File: src/rtl/csr_trap_seq_if.sv
// Bundle between the M stage / CSR file and the trap sequencer.
// The master side is the pipeline and CSR file; the slave side is the sequencer.
interface csr_trap_seq_if #(
  parameter int XLEN = 32
);
  logic [XLEN-1:0] pc_i;
  logic            exc_req_i;
  logic [3:0]      exc_cause_i;
  logic            irq_i;
  logic            mret_i;
  logic            pipe_we_i;
  logic [11:0]     pipe_idx_i;
  logic [XLEN-1:0] pipe_wdat_i;
  logic [XLEN-1:0] mstatus_i;
  logic [XLEN-1:0] mtvec_i;
  logic [XLEN-1:0] mepc_i;
  logic            csr_we_o;
  logic [11:0]     csr_idx_o;
  logic [XLEN-1:0] csr_wdat_o;
  logic            stall_o;
  logic            flush_o;
  logic            redirect_o;
  logic [XLEN-1:0] redirect_pc_o;

  modport master (
    output pc_i, exc_req_i, exc_cause_i, irq_i, mret_i,
           pipe_we_i, pipe_idx_i, pipe_wdat_i, mstatus_i, mtvec_i, mepc_i,
    input  csr_we_o, csr_idx_o, csr_wdat_o, stall_o, flush_o,
           redirect_o, redirect_pc_o
  );

  modport slave (
    input  pc_i, exc_req_i, exc_cause_i, irq_i, mret_i,
           pipe_we_i, pipe_idx_i, pipe_wdat_i, mstatus_i, mtvec_i, mepc_i,
    output csr_we_o, csr_idx_o, csr_wdat_o, stall_o, flush_o,
           redirect_o, redirect_pc_o
  );
endinterface

File: src/rtl/csr_trap_seq.sv
// Trap/MRET sequencer: serialises mepc/mcause/mstatus updates through the single
// CSR write port, then redirects fetch; forwards pipeline CSR writes while idle.
module csr_trap_seq #(
  parameter int              XLEN     = 32,
  parameter logic [XLEN-1:0] IRQ_CODE = XLEN'(11)
) (
  input  logic           clk,
  input  logic           reset,
  csr_trap_seq_if.slave  bus
);

  localparam logic [11:0] IDX_MSTATUS = 12'h300;
  localparam logic [11:0] IDX_MEPC    = 12'h341;
  localparam logic [11:0] IDX_MCAUSE  = 12'h342;

  typedef enum logic [2:0] {
    IDLE, W_EPC, W_CAUSE, W_STAT, MRET_ST, REDIR
  } state_t;

  state_t          state_q, state_d;
  logic [XLEN-1:0] pc_q, cause_q;
  logic            mret_q;

  logic            idle, take_exc, take_irq, take_trap, take_mret;
  logic [XLEN-1:0] exc_cause_val, irq_cause_val;
  logic [XLEN-1:0] stat_trap, stat_mret;

  logic            we, stall, flush, redir;
  logic [11:0]     idx;
  logic [XLEN-1:0] wdat, rpc;

  // Gating with reset keeps every output at 0 for as long as reset is held.
  assign idle      = (state_q == IDLE) && !reset;
  assign take_exc  = idle && bus.exc_req_i;
  assign take_irq  = idle && !bus.exc_req_i && bus.irq_i && bus.mstatus_i[3];
  assign take_trap = take_exc || take_irq;
  assign take_mret = idle && !take_trap && bus.mret_i;

  assign exc_cause_val = {{(XLEN-4){1'b0}}, bus.exc_cause_i};
  assign irq_cause_val = {1'b1, IRQ_CODE[XLEN-2:0]};

  // NOTE: sequential state uses non-blocking assignments so every register
  // samples pre-edge values regardless of statement order.
  always_ff @(posedge clk or posedge reset) begin
    if (reset) begin
      state_q <= IDLE;
      pc_q    <= '0;
      cause_q <= '0;
      mret_q  <= 1'b0;
    end else begin
      state_q <= state_d;
      if (take_trap) begin
        pc_q    <= bus.pc_i;
        cause_q <= take_exc ? exc_cause_val : irq_cause_val;
        mret_q  <= 1'b0;
      end else if (take_mret) begin
        mret_q  <= 1'b1;
      end
    end
  end

  // mstatus images for trap entry and MRET, built from the live CSR value.
  always_comb begin
    stat_trap        = bus.mstatus_i;
    stat_trap[7]     = bus.mstatus_i[3];
    stat_trap[3]     = 1'b0;
    stat_trap[12:11] = 2'b11;
    stat_mret        = bus.mstatus_i;
    stat_mret[3]     = bus.mstatus_i[7];
    stat_mret[7]     = 1'b1;
    stat_mret[12:11] = 2'b11;
  end

  // NOTE: every always_comb output gets a default first, so no path can infer a latch.
  always_comb begin
    state_d = state_q;
    we      = 1'b0;
    idx     = '0;
    wdat    = '0;
    stall   = 1'b0;
    flush   = 1'b0;
    redir   = 1'b0;
    rpc     = '0;
    if (!reset) begin
      unique case (state_q)
        IDLE: begin
          if (take_trap) begin
            stall   = 1'b1;
            flush   = 1'b1;
            state_d = W_EPC;
          end else if (take_mret) begin
            stall   = 1'b1;
            flush   = 1'b1;
            state_d = MRET_ST;
          end else if (bus.pipe_we_i) begin
            we   = 1'b1;
            idx  = bus.pipe_idx_i;
            wdat = bus.pipe_wdat_i;
          end
        end
        W_EPC: begin
          stall   = 1'b1;
          we      = 1'b1;
          idx     = IDX_MEPC;
          wdat    = pc_q & ~XLEN'(1);
          state_d = W_CAUSE;
        end
        W_CAUSE: begin
          stall   = 1'b1;
          we      = 1'b1;
          idx     = IDX_MCAUSE;
          wdat    = cause_q;
          state_d = W_STAT;
        end
        W_STAT: begin
          stall   = 1'b1;
          we      = 1'b1;
          idx     = IDX_MSTATUS;
          wdat    = stat_trap;
          state_d = REDIR;
        end
        MRET_ST: begin
          stall   = 1'b1;
          we      = 1'b1;
          idx     = IDX_MSTATUS;
          wdat    = stat_mret;
          state_d = REDIR;
        end
        REDIR: begin
          // Target is read here so it reflects any CSR write issued just before.
          stall   = 1'b1;
          redir   = 1'b1;
          rpc     = mret_q ? (bus.mepc_i & ~XLEN'(1)) : (bus.mtvec_i & ~XLEN'(3));
          state_d = IDLE;
        end
        default: state_d = IDLE;
      endcase
    end
  end

  assign bus.csr_we_o      = we;
  assign bus.csr_idx_o     = idx;
  assign bus.csr_wdat_o    = wdat;
  assign bus.stall_o       = stall;
  assign bus.flush_o       = flush;
  assign bus.redirect_o    = redir;
  assign bus.redirect_pc_o = rpc;

endmodule

File: src/flat_wrapper.sv
// flat-port wrapper written by rule: the top's interface ports become plain ports
module csr_trap_seq_flat 
#(
  parameter int              XLEN     = 32,
  parameter logic [XLEN-1:0] IRQ_CODE = XLEN'(11)
)
  (clk, reset, bus_pc_i, bus_exc_req_i, bus_exc_cause_i, bus_irq_i, bus_mret_i, bus_pipe_we_i, bus_pipe_idx_i, bus_pipe_wdat_i, bus_mstatus_i, bus_mtvec_i, bus_mepc_i, bus_csr_we_o, bus_csr_idx_o, bus_csr_wdat_o, bus_stall_o, bus_flush_o, bus_redirect_o, bus_redirect_pc_o);
  csr_trap_seq_if #(.XLEN(XLEN)) bus_i ();
  input  logic clk;
  input  logic reset;
  input wire logic [$bits(bus_i.pc_i)-1:0] bus_pc_i;
  input wire logic [$bits(bus_i.exc_req_i)-1:0] bus_exc_req_i;
  input wire logic [$bits(bus_i.exc_cause_i)-1:0] bus_exc_cause_i;
  input wire logic [$bits(bus_i.irq_i)-1:0] bus_irq_i;
  input wire logic [$bits(bus_i.mret_i)-1:0] bus_mret_i;
  input wire logic [$bits(bus_i.pipe_we_i)-1:0] bus_pipe_we_i;
  input wire logic [$bits(bus_i.pipe_idx_i)-1:0] bus_pipe_idx_i;
  input wire logic [$bits(bus_i.pipe_wdat_i)-1:0] bus_pipe_wdat_i;
  input wire logic [$bits(bus_i.mstatus_i)-1:0] bus_mstatus_i;
  input wire logic [$bits(bus_i.mtvec_i)-1:0] bus_mtvec_i;
  input wire logic [$bits(bus_i.mepc_i)-1:0] bus_mepc_i;
  output wire logic [$bits(bus_i.csr_we_o)-1:0] bus_csr_we_o;
  output wire logic [$bits(bus_i.csr_idx_o)-1:0] bus_csr_idx_o;
  output wire logic [$bits(bus_i.csr_wdat_o)-1:0] bus_csr_wdat_o;
  output wire logic [$bits(bus_i.stall_o)-1:0] bus_stall_o;
  output wire logic [$bits(bus_i.flush_o)-1:0] bus_flush_o;
  output wire logic [$bits(bus_i.redirect_o)-1:0] bus_redirect_o;
  output wire logic [$bits(bus_i.redirect_pc_o)-1:0] bus_redirect_pc_o;
  assign bus_i.pc_i = bus_pc_i;
  assign bus_i.exc_req_i = bus_exc_req_i;
  assign bus_i.exc_cause_i = bus_exc_cause_i;
  assign bus_i.irq_i = bus_irq_i;
  assign bus_i.mret_i = bus_mret_i;
  assign bus_i.pipe_we_i = bus_pipe_we_i;
  assign bus_i.pipe_idx_i = bus_pipe_idx_i;
  assign bus_i.pipe_wdat_i = bus_pipe_wdat_i;
  assign bus_i.mstatus_i = bus_mstatus_i;
  assign bus_i.mtvec_i = bus_mtvec_i;
  assign bus_i.mepc_i = bus_mepc_i;
  assign bus_csr_we_o = bus_i.csr_we_o;
  assign bus_csr_idx_o = bus_i.csr_idx_o;
  assign bus_csr_wdat_o = bus_i.csr_wdat_o;
  assign bus_stall_o = bus_i.stall_o;
  assign bus_flush_o = bus_i.flush_o;
  assign bus_redirect_o = bus_i.redirect_o;
  assign bus_redirect_pc_o = bus_i.redirect_pc_o;
  csr_trap_seq #(.XLEN(XLEN), .IRQ_CODE(IRQ_CODE)) u_core (.clk(clk), .reset(reset), .bus(bus_i));
endmodule
File: config.mk
export PLATFORM = sky130hd
export DESIGN_NAME = csr_trap_seq_flat
export DESIGN_NICKNAME = d
export VERILOG_FILES = /design/src/rtl/csr_trap_seq_if.sv /design/src/rtl/csr_trap_seq.sv /design/src/flat_wrapper.sv
export SDC_FILE = /design/constraint.sdc
export NUM_CORES = 1
export LEC_CHECK = 0
export ABC_AREA = 1
export BUFFER_PORTS_ARGS = -buffer_cell sky130_fd_sc_hd__buf_2
export CELL_PAD_IN_SITES_DETAIL_PLACEMENT = 0
export CELL_PAD_IN_SITES_GLOBAL_PLACEMENT = 1
export CORE_ASPECT_RATIO = 2
export CORE_MARGIN = 2
export CORE_UTILIZATION = 22
export CTS_CLUSTER_DIAMETER = 50
export DETAILED_ROUTE_END_ITERATION = 7
export PLACE_DENSITY_LB_ADDON = 0.1
export REMOVE_ABC_BUFFERS = 1
export SYNTH_ARGS = -nofsm -noshare
export SYNTH_HDL_FRONTEND = slang
export SYNTH_SLANG_ARGS = --single-unit
File: constraint.sdc
create_clock -name clk -period 2.4 [get_ports clk]
set_input_delay 0.24 -clock clk [delete_from_list [all_inputs] [get_ports clk]]
set_output_delay 0.24 -clock clk [all_outputs]
set_load 0.05 [all_outputs]
== Word level (Yosys, flattened, before mapping) ==
Index checks and enable logic that the tools add are counted.
Operators by class
  add/subtract/negate cells: 0
  $mul: 0
  divide/modulo/power cells: 0
  $lt $le $gt $ge: 0
  equal/unequal tests: 6
  shift operators: 0
  multiplexer cells: 32
  bitwise logic cells: 1
  reduce and logical (&&, ||, !) cells: 17
Operator list (count)
  $mux 32: 8
  $pmux 32 s5: 1
  $mux 12: 4
  $pmux 12 s4: 1
  $mux 1: 13
  $pmux 3 s4: 1
  $logic_and 1x1->1: 7
  $eq 3x2->1 const B: 2
  $eq 3x3->1 const B: 2
  $mux 3: 2
  $reduce_or 5->1: 1
  $pmux 1 s2: 2
  $reduce_or 4->1: 1
  $eq 3x1->1 const B: 1
  $logic_not 1->1: 3
  $logic_not 3->1: 1
  $ne 3x1->1 const B: 1
  $reduce_and 2->1: 1
  $reduce_bool 2->1: 1
  $reduce_or 2->1: 1
  $logic_or 1x1->1: 1
  $not 1->1: 1
Word-level totals
  register bits after elaboration: 68
  bits in latches: 0
  bits in writable memories: 0
  memory bits (read-only): 0
  input bits: 182
  output and inout port bits: 80
  word-level logic and storage cells: 60
  memories: 0

== Depth between registers and ports, before layout ==
  depth after elaboration: 13
  gate-level depth with buffers: 9
  mapped depth without buffers: 8

== Worst setup path before layout ==
Ideal clock, no wire load.
  path type: input to output
  start: input port reset
  end: output port bus_stall_o
  data arrival time: 3.090 ns
  required time: 2.160 ns
  slack: -0.930 ns
  stages on the path: 5
  path buffers: 2
  cell sequence: buf_2 inv_1 clkbuf_1 nand2_1 a21oi_1
Between the ends
  cells in the longest elaborated chain, start to end: 13
  elaborated cells between the ends (all ways): 14
  classes of those cells: mux (4); reduce/logical (10)
RTL lines
  start: declaration: line flat_wrapper.sv:10  | input logic reset;
  $logic_not 1->1: line csr_trap_seq.sv:33  | assign idle = (state_q == IDLE) && !reset;
  $logic_and 1x1->1: line csr_trap_seq.sv:33
  $logic_and 1x1->1 (3 in a row): line csr_trap_seq.sv:35  | assign take_irq = idle && !bus.exc_req_i && bus.irq_i && bus.mstatus_i[3];
  $logic_or 1x1->1: line csr_trap_seq.sv:36  | assign take_trap = take_exc || take_irq;
  $logic_not 1->1: line csr_trap_seq.sv:37  | assign take_mret = idle && !take_trap && bus.mret_i;
  $logic_and 1x1->1 (2 in a row): line csr_trap_seq.sv:37
  $mux 1: line csr_trap_seq.sv:91  | end else if (take_mret) begin
  $mux 1: line csr_trap_seq.sv:87  | if (take_trap) begin
  $pmux 1 s2: line csr_trap_seq.sv:85  | unique case (state_q)
  $mux 1 *: line csr_trap_seq.sv:84  | if (!reset) begin
  end: declaration: line flat_wrapper.sv:25  | output wire logic [$bits(bus_i.stall_o)-1:0] bus_stall_o;
Every way passes the cells marked *; elsewhere a longest branch is shown, timed or not.

== Worst setup path in the final report ==
  start: register u_core.state_q[0]
  end: output port bus_csr_wdat_o[15]
Between the ends
  cells in the longest elaborated chain, start to end: 13
  elaborated cells between the ends (all ways): 18
  classes of those cells: eq/ne (4); mux (4); reduce/logical (10)
RTL lines
  start: declaration: line csr_trap_seq.sv:20  | state_t state_q, state_d;
  start signal: assignment: line csr_trap_seq.sv:51  | state_q <= state_d;
  $logic_not 3->1: line csr_trap_seq.sv:33, csr_trap_seq.sv:85
  $logic_and 1x1->1: line csr_trap_seq.sv:33
  $logic_and 1x1->1 (3 in a row): line csr_trap_seq.sv:35
  $logic_or 1x1->1: line csr_trap_seq.sv:36
  $logic_not 1->1: line csr_trap_seq.sv:37
  $logic_and 1x1->1 (2 in a row): line csr_trap_seq.sv:37
  $mux 32: line csr_trap_seq.sv:91
  $mux 32: line csr_trap_seq.sv:87
  $pmux 32 s5 *: line csr_trap_seq.sv:85
  $mux 32 *: line csr_trap_seq.sv:84
  end: declaration: line flat_wrapper.sv:24  | output wire logic [$bits(bus_i.csr_wdat_o)-1:0] bus_csr_wdat_o;
Marked as above.

==> qor.csv <==
metric,value,unit
status,"complete, no violations",
vias,4438,
grt.total_usage,17.0,%
critPathKind,reg2out,
clk_path_buf_depth,2,
leakage,2.77,nW
crit_arrival,2.03,ns
powerDensity,1070,nW/µm²
grt_pass1_vias,4187,
clkTransAtPathRegs,0.06,ns
antenna_found_initial,2,
ys_warn_count,0,
place_congestion,0.763,
cap_viol_max_count,0,
io_pins,262,
layout-drive-gt1-share,37.7,%
grt_setup_unrepaired,no,
core,14300,µm²
drt-initial-drc-count,233,
synth_seq_cells,40,
dp_cells,957,
clock_skew,0.00528,ns
tns,0,ns
cts_max_level,2,
syn2layout_area_growth,56.7,%
hold_viol_final,0,
cp_slowest_cell,dfrtp_1,
yosysSeqAreaShare,31.4,%
cts-root-buf,clkbuf_16,
cts_tree,built,
final_common_cell,buf_2,
port_buffers,254,
path_cells,nor2_4 > nand3_2 > nor2_4 > inv_2 > buf_12 > nand3_1 > a21oi_1 > clkbuf_4,
peakVddDrop,0.497,mV
crit_buf_inv,3,
crit_path_end_kind,output pin,
start_kind,flop,
wl_per_cell,14.5,µm
postSynthCellCount,533,
worstMarginPinSlew,0.551,ns
grt-ovfl-total,0,
worstPathMaxFanout,33,
num_rows,62,
hold_path.class,in2reg,
wirelength,14000,µm
finalSetupViolCount,0,
dpl.hpwl,10700,µm
routed_via_density,4.58,
max_slew_margin,63.2,%
grt_max_degree,44,
syn_area,3190,µm²
detail_route.drc_violations,0,
crit_family,buffers and inverters,
insertion_delay,0.28,ns
start_util,22.3,%
grt_first_pass_wirelength,20500,µm
cp_num_cells,8,
fmax,0.441,GHz
die_x,89.1,µm
clock_sinks,40,
firstDrtPassIters,5,
rrSetupSlack,0.74,ns
maxSlewViolCount,0,
die_h,174,µm
worstHoldPathCells,3,
drtAntennaViolNets,0,
cpPeakStageDelay,0.49,ns
stdcell_count,969,
reg2regPathDepth,6,
yosysUniqueCellTypes,22,
synth.avg_cell_area,5.98,µm²
period_needed,2.27,ns
cts_buffers,5,
dieArea,15500,µm²
finalNetCount,957,
cp.required,2.16,ns
crit_top_cell,nor2_4,
fin_crit_sh,94.4,%
final_cell_mix,"buf_2, nand2_1, a21oi_1, nor2_1, dfrtp_1",
==> flip-flops by register name (all words and copies together), names as in the netlist <==
| signal | cells |
|---|---|
| u_core.state_q | 3 |
| u_core.cause_q | 5 |
| u_core.pc_q | 31 |
| u_core.mret_q | 1 |
==> worst min-delay path: cells and delay by family <==
kind | cells | cell delay, ns
and+or+nand+nor | 2 | 0.09
buffers and inverters | 1 | 0.07
==> cell families (layout without fill, tap and decap cells) <==
kind of cell,Yosys count,after routing,synth area share (%)
and+or+nand+nor,314,314,39.6
other,1,3,0.118
buffers and inverters,63,305,8.32
AOI/OAI and AO/OA,115,115,20.6
DFF,40,40,31.4
==> cell usage after synthesis <==
cell	count	share of area (%)
nand2_1	209	25
nor2_1	57	6.7
o21a_1	1	0.24
a21oi_1	72	11
o21ai_0	12	1.9
conb_1	1	0.12
dfrtp_1	40	31
nor3_1	4	0.63
o22a_1	2	0.55
buf_4	1	0.24
nand3_2	2	0.63
clkbuf_1	18	2.1
buf_2	20	3.1
nor2_2	1	0.20
a21boi_0	3	0.71
nand3_1	39	6.1
clkinv_1	1	0.12
a22oi_1	25	5.9
buf_1	1	0.12
nor2_4	2	0.71
inv_2	3	0.35
inv_1	19	2.2
==> per-stage QoR <==
stage | total power, W | setup WS, ns | cell area, µm² | utilization (%) | hold WS, ns
global placement | 0.00468 | 0.378 | 4790 | 33.5 | 0.206
global route | 0.00578 | 0.00668 | 5000 | 35.0 | 0.158
detailed placement | 0.00470 | 0.362 | 4790 | 33.5 | 0.191
floorplan | 0.00348 | -0.901 | 3010 | - | 0.357
CTS | 0.00538 | 0.0501 | 4930 | 34.5 | 0.149
finish | 0.00535 | 0.134 | 5000 | 35.0 | 0.155
==> layout make-up <==
cell class	count	area [µm²]
fillers	1669	9280
multi-input cells	430	1930
repair buffers	275	1590
flip-flops and latches	40	1000
well taps	192	240
clock buffers	6	129
inverters	23	90.1
clock inverters	1	5.00
diodes	2	5.00
==> per-layer routing <==
| layer | wire length (µm) | vias to the layer above | global-route usage [%] |
|---|---|---|---|
| met5 | 0 | - | 0 |
| met2 | 7700 | 193 | 33.7 |
| met4 | 345 | 0 | 6.28 |
| met3 | 939 | 16 | 2.23 |
| met1 | 5050 | 2016 | 16.8 |
| li1 | - | 2213 | - |
==> path summary, 6_finish.rpt <==
kind | start | to
max | u_core.state_q[0] | bus_csr_wdat_o[15]
min | bus_pc_i[6] | u_core.pc_q[6]
max reg2reg | u_core.state_q[0] | u_core.state_q[0]
min reg2reg | u_core.pc_q[24] | u_core.pc_q[24]
max in group asynchronous | reset | u_core.state_q[0]
min in group asynchronous | reset | u_core.pc_q[7]
==> report_power, final <==
part	switching [W]	leakage [nW]	total, W	internal (W)
clock	0.000274	0.0667	0.000653	0.000379
sequential	0.000187	0.496	0.00117	0.000982
combinational	0.00247	2.21	0.00353	0.00106
==> timing repair <==
item	in CTS	in global routing
endpoints found under the hold margin	4	0
endpoints found under the setup margin	0	27
buffers inserted	0	2
gates resized for setup	0	11
hold buffers	1	0
Power figures use the tool's default switching activity.
